<file path="config.mk">
export PLATFORM = sky130hd
export DESIGN_NAME = conc_stim_sequencer
export DESIGN_NICKNAME = d
export VERILOG_FILES = /design/src/rtl/conc_stim_sequencer.sv
export SDC_FILE = /design/constraint.sdc
export NUM_CORES = 1
export LEC_CHECK = 0
export ABC_AREA = 0
export CAP_MARGIN = 20
export CORE_ASPECT_RATIO = 0.8
export CORE_MARGIN = 2
export CORE_UTILIZATION = 34
export CTS_CLUSTER_DIAMETER = 30
export DETAILED_ROUTE_END_ITERATION = 6
export HOLD_SLACK_MARGIN = 0.15
export SKIP_CTS_REPAIR_TIMING = 1
export SLEW_MARGIN = 20
export SYNTH_ARGS = -nofsm -noshare
export SYNTH_HDL_FRONTEND = slang
export SYNTH_SLANG_ARGS = --single-unit
export TNS_END_PERCENT = 5
</file>
<file path="constraint.sdc">
create_clock -name clock -period 4.2 [get_ports clock]
set_input_delay 0.42 -clock clock [delete_from_list [all_inputs] [get_ports clock]]
set_output_delay 0.42 -clock clock [all_outputs]
set_load 0.01 [all_outputs]
</file>
<file path="src/rtl/conc_stim_sequencer.sv">
// Stimulus player: replays a loadable program of {repeat, payload} words onto DUT inputs,
// with one-shot, loop and single-step playback, start/stop control and status outputs.
module conc_stim_sequencer #(
  parameter int unsigned DATA_W = 8,
  parameter int unsigned DEPTH  = 16,
  parameter int unsigned ADDR_W = $clog2(DEPTH),
  parameter int unsigned REP_W  = 4,
  parameter int unsigned LOOP_W = 8
) (
  input  logic                    clock,
  input  logic                    reset,
  input  logic                    wr_en,
  input  logic [ADDR_W-1:0]       wr_addr,
  input  logic [REP_W+DATA_W-1:0] wr_data,
  output logic                    wr_err,
  input  logic [1:0]              mode,
  input  logic [ADDR_W-1:0]       last_addr,
  input  logic                    start,
  input  logic                    stop,
  input  logic                    step,
  output logic [DATA_W-1:0]       stim_out,
  output logic                    stim_valid,
  output logic [ADDR_W-1:0]       pc,
  output logic                    busy,
  output logic                    done,
  output logic [LOOP_W-1:0]       loop_cnt
);

  localparam int unsigned WordW = REP_W + DATA_W;
  localparam logic [ADDR_W-1:0] MaxAddr = ADDR_W'(DEPTH - 1);
  localparam logic [1:0] ModeLoop = 2'b01;
  localparam logic [1:0] ModeStep = 2'b10;

  typedef enum logic [1:0] {StIdle, StRun, StStepWait, StDone} state_e;

  state_e              state_q, state_d;
  logic [ADDR_W-1:0]   pc_q, pc_d;
  logic [REP_W-1:0]    rep_q, rep_d;
  logic [DATA_W-1:0]   stim_q, stim_d;
  logic                valid_q, valid_d;
  logic                done_q, done_d;
  logic [LOOP_W-1:0]   loop_q, loop_d;
  logic                wr_err_q, wr_err_d;
  logic [1:0]          mode_q, mode_d;
  logic [ADDR_W-1:0]   last_q, last_d;

  logic [WordW-1:0]    mem_q [DEPTH];

  logic                wr_ok;
  logic [WordW-1:0]    word0;
  logic [WordW-1:0]    cur_word;
  logic [WordW-1:0]    nxt_word;
  logic [ADDR_W-1:0]   nxt_addr;
  logic [ADDR_W-1:0]   last_clamp;
  logic                at_last;

  // State register.
  always_ff @(posedge clock or posedge reset) begin
    if (reset) begin
      state_q  <= StIdle;
      pc_q     <= '0;
      rep_q    <= '0;
      stim_q   <= '0;
      valid_q  <= 1'b0;
      done_q   <= 1'b0;
      loop_q   <= '0;
      wr_err_q <= 1'b0;
      mode_q   <= '0;
      last_q   <= '0;
    end else begin
      state_q  <= state_d;
      pc_q     <= pc_d;
      rep_q    <= rep_d;
      stim_q   <= stim_d;
      valid_q  <= valid_d;
      done_q   <= done_d;
      loop_q   <= loop_d;
      wr_err_q <= wr_err_d;
      mode_q   <= mode_d;
      last_q   <= last_d;
    end
  end

  // Program memory survives reset.
  always_ff @(posedge clock) begin
    if (wr_ok) begin
      mem_q[wr_addr] <= wr_data;
    end
  end

  // Next-state logic.
  always_comb begin
    state_d  = state_q;
    pc_d     = pc_q;
    rep_d    = rep_q;
    stim_d   = stim_q;
    valid_d  = 1'b0;
    done_d   = done_q;
    loop_d   = loop_q;
    mode_d   = mode_q;
    last_d   = last_q;

    wr_ok    = wr_en && !busy && (32'(wr_addr) < DEPTH);
    wr_err_d = wr_en && !wr_ok;
    last_clamp = (32'(last_addr) >= DEPTH) ? MaxAddr : last_addr;

    // A write accepted alongside start must be visible to the first fetched word.
    word0    = (wr_ok && (wr_addr == '0)) ? wr_data : mem_q[0];
    cur_word = mem_q[pc_q];
    at_last  = (pc_q == last_q);
    nxt_addr = at_last ? '0 : pc_q + 1'b1;
    nxt_word = mem_q[nxt_addr];

    if (stop && busy) begin
      state_d = StIdle;
    end else begin
      unique case (state_q)
        StIdle, StDone: begin
          if (start && !stop) begin
            mode_d = mode;
            last_d = last_clamp;
            pc_d   = '0;
            rep_d  = word0[WordW-1:DATA_W];
            done_d = 1'b0;
            loop_d = '0;
            if (mode == ModeStep) begin
              state_d = StStepWait;
            end else begin
              state_d = StRun;
              stim_d  = word0[DATA_W-1:0];
              valid_d = 1'b1;
            end
          end
        end
        StRun: begin
          if (rep_q != '0) begin
            rep_d   = rep_q - 1'b1;
            valid_d = 1'b1;
          end else if (at_last && (mode_q != ModeLoop)) begin
            state_d = StDone;
            done_d  = 1'b1;
          end else begin
            pc_d    = nxt_addr;
            rep_d   = nxt_word[WordW-1:DATA_W];
            stim_d  = nxt_word[DATA_W-1:0];
            valid_d = 1'b1;
            if (at_last && (loop_q != '1)) begin
              loop_d = loop_q + 1'b1;
            end
          end
        end
        StStepWait: begin
          // The cycle after a presented word retires one repeat; a step landing then is dropped.
          if (valid_q) begin
            if (rep_q != '0) begin
              rep_d = rep_q - 1'b1;
            end else if (at_last) begin
              state_d = StDone;
              done_d  = 1'b1;
            end else begin
              pc_d  = nxt_addr;
              rep_d = nxt_word[WordW-1:DATA_W];
            end
          end else if (step) begin
            stim_d  = cur_word[DATA_W-1:0];
            valid_d = 1'b1;
          end
        end
        default: state_d = StIdle;
      endcase
    end
  end

  // Outputs.
  always_comb begin
    busy       = (state_q == StRun) || (state_q == StStepWait);
    stim_out   = stim_q;
    stim_valid = valid_q;
    pc         = pc_q;
    done       = done_q;
    loop_cnt   = loop_q;
    wr_err     = wr_err_q;
  end

endmodule

</file>
==> results.yml <==
run_status:
  status: "complete, no violations"
logic_synthesis:
  net_count_synth: 840
  netlist-cell-type-count: 80
  synth_flop_cell: "edfxtp_1"
  syn-instance-count: 807
  synth_edf_count: 192
  synth.cell_area_um2: 11300
  ys.warnings.count: 0
  synthesis_stage_register_bit_count: 227
  proportion_of_synthesized_flip_flops_having_asynchronous_set_or_reset: 0.154
  average_footprint_of_a_synthesized_cell_um2: 14.0
  synth.yosys.seq_area_share: 0.589
final_layout:
  design.final.nets: 918
  num_antenna_cells: 0
  drive_above_1_share: 0.221
  fillCellCount: 2959
  area_delta_synth_final_pct: 21.5
  finalCoreUtilization: 0.421
routing:
  drt-total-wl_um: 33700
  route.detailed.wl_per_inst_um: 25.1
  wl_met1_um: 15300
  drt_first_pass_iters: 5
  route.met3.wl_um: 3510
  detailroute.via_count: 7835
  drcViolationCount: 0
  drt-initial-drc-count: 1046
  wl_met2_um: 14000
  top_signal_layer_used: "met4"
  antenna_left: 0
  route.detailed.vias_per_inst: 5.83
pwr:
  intPower_w: 0.00618
  ir_worst_vdd_uv: 419
  clock_power_share: 0.328
  seqPwrFrac: 0.288
  power_switching_w: 0.00370
  total_leakage_power_nw: 4.52
  power.share.switching: 0.375
  power_per_cell_area_nw_per_um2: 721
  power.share.combinational: 0.384
  report.power.total_w: 0.00988
placed_design:
  portBuffers: 51
  finalWeightedCongestion: 0.817
  hpwlAfterDp_um: 20500
die:
  fp.dieW_um: 208
  num_rows: 59
  floorplan.io_pins: 52
  floorplan.core_area_um2: 32600
  starting_density_of_the_core: 0.346
  design.die.area_um2: 34600
  die_h_um: 167
grt:
  grt_antenna_before_repair: 0
  maximum_number_of_pins_on_one_net_before_global_route_repair: 116
  global_route_wire_length_before_repair_um: 50800
  overflow: 0
  gr-usage-all-layers: 0.196
  grt_pass1_vias: 7776
setup_path:
  critPathArrivalTime_ns: 2.72
  worst_ep_required_time_ns: 3.78
  worst-path-max-fanout: 25
  worstSetupStartpointType: "register"
  type_of_destination_of_the_critical_path: "primary output"
  critPathKind: "register to primary output"
sta:
  report.final.slew_viol_count: 0
  hold_violations: 0
  slew_headroom: 0.390
  final.setup_skew_ns: 0.0284
  final-setup-viol-count: 0
  max_clock_freq_mhz: 319
  worst_slew_pin_slew_ns: 0.912
  setup_total_neg_slack_ns: 0
  finalCriticalPeriod_ns: 3.14
  finalCritPeriodShare: 0.747
  finalHoldWorstSlack_ns: 0.339
  rsz0062_at_grt: "false"
worst_hold_path:
  hp-class: "input pin to asynchronous set/reset pin"
flow_run:
  cap_violations: 0
clock_network:
  clk_pin_slew_worst_paths_ns: 0.06
  htreeDepth: 2
  clock_tree_from_tritoncts: "done"
  cts.sink_count: 227
  cts_made_buffers: 41
  clock_tree.buffer_depth: 3
  ctsRootBufferMaster: "clkbuf_16"
  clock_insertion_delay_worst_skew_ns: 0.55
power by group through the flow:
stage	combinational, W	sequential [W]	clock, W
after floorplan	0.00265	0.00284	0
after global placement	0.00370	0.00288	0
after detailed placement	0.00373	0.00288	0
after CTS	0.00375	0.00285	0.00329
after global routing	0.00406	0.00287	0.00340
final	0.00379	0.00285	0.00324
flip-flops by register name, indices dropped and copies added (netlist names):
name	cells
mem_q	192
pc	4
last_q	4
done	1
rep_q	4
stim_valid	1
mode_q	2
stim_out	8
wr_err	1
loop_cnt	8
state_q	2
per-stage QoR:
step / setup slack [ns] / instance area, µm² / instances
5_1_grt: 1.04 / 13700 / 1345
6_report: 1.06 / 13700 / 1345
3_5_place_dp: 1.16 / 12300 / 1269
3_3_place_gp: 1.24 / 12300 / 1269
2_1_floorplan: 1.30 / 11300 / 807
4_1_cts: 1.12 / 13700 / 1345
Yosys cell counts, drive strengths merged, types with 4 or more instances:
cell type,n,share of area
nor2b,6,0.0033
a41oi,5,0.0052
a21oi,27,0.013
ha,5,0.0056
dfrtp,35,0.078
a2bb2oi,6,0.0047
xnor2,11,0.011
edfxtp,192,0.51
a221o,5,0.0044
a21o,8,0.0053
inv,17,0.0057
o21ai,40,0.018
mux4,44,0.088
nor2,47,0.016
nor4,8,0.0069
mux2i,37,0.033
mux2,18,0.018
clkbuf,15,0.0050
nand2b,5,0.0028
o31ai,4,0.0027
a211oi,17,0.011
nand2,59,0.020
o22ai,7,0.0039
o211ai,9,0.0072
nand3,24,0.011
buf,41,0.024
o221ai,4,0.0031
and2,15,0.0083
nor3,19,0.0089
nand4,11,0.0067
or4,5,0.0033
o221a,4,0.0040
xor2,7,0.0074
cells by family (layout without fill, tap and decap cells):
kind of cell | after synthesis | after routing | share of synthesized area
muxes | 99 | 99 | 0.139
adders and majority gates | 5 | 5 | 0.00555
buffers and inverters | 73 | 184 | 0.0350
DFF | 227 | 227 | 0.589
and+or+nand+nor | 210 | 210 | 0.0955
AOI/OAI and AO/OA | 175 | 175 | 0.117
xor gates and xnor gates | 18 | 18 | 0.0187
worst max-delay path, cell delays in order, from the launching register on:
cell             delay (ns)
dfrtp_1                0.37
inv_1                  0.05
ha_1                   0.31
buf_4                  0.26
inv_1                  0.54
clkdlybuf4s50_1        0.66
area by class of cell:
type | instances | area [µm²] | area share
sequential | 227 | 6650 | 0.485
multi-input combinational | 507 | 4260 | 0.311
clock buffer | 48 | 1090 | 0.0799
timing repair buffer | 91 | 823 | 0.0601
tap | 427 | 534 | 0.0390
clock inverter | 28 | 274 | 0.0200
inverter | 17 | 63.8 | 0.00466
placed cells by master, fill, tap and decap left out, types with 15 or more instances in the layout:
cell / count
nand2_1: 58
and2_1: 15
o21ai_0: 33
mux2_2: 18
nor3_1: 15
nand3_1: 24
inv_1: 15
nor2_1: 46
buf_4: 39
a211oi_1: 17
mux2i_1: 37
a21oi_1: 25
clkdlybuf4s50_1: 51
clkbuf_16: 42
mux4_2: 44
dfrtp_1: 33
edfxtp_1: 192
routing by layer:
metal | vias to the layer above | track usage
met5 | - | 0
met4 | 0 | 0.0693
met3 | 74 | 0.0470
met2 | 427 | 0.272
met1 | 3956 | 0.296
li1 | 3378 | -
path summary, 6_finish.rpt:
check / startpoint / endpoint / slack (ns) / cells after the start
worst max-delay path: state_q[0] / busy / 1.06 / 5
worst min-delay path: reset / stim_out[6] / 0.34 / 3
worst max register to register: state_q[0] / stim_out[3] / 1.29 / 10
worst min register to register: mode_q[1] / mode_q[1] / 0.50 / 1
max in group asynchronous: reset / pc[0] / 3.43 / 3
min in group clock: mode_q[1] / mode_q[1] / 0.50 / 1
Power figures use the tool's default switching activity.
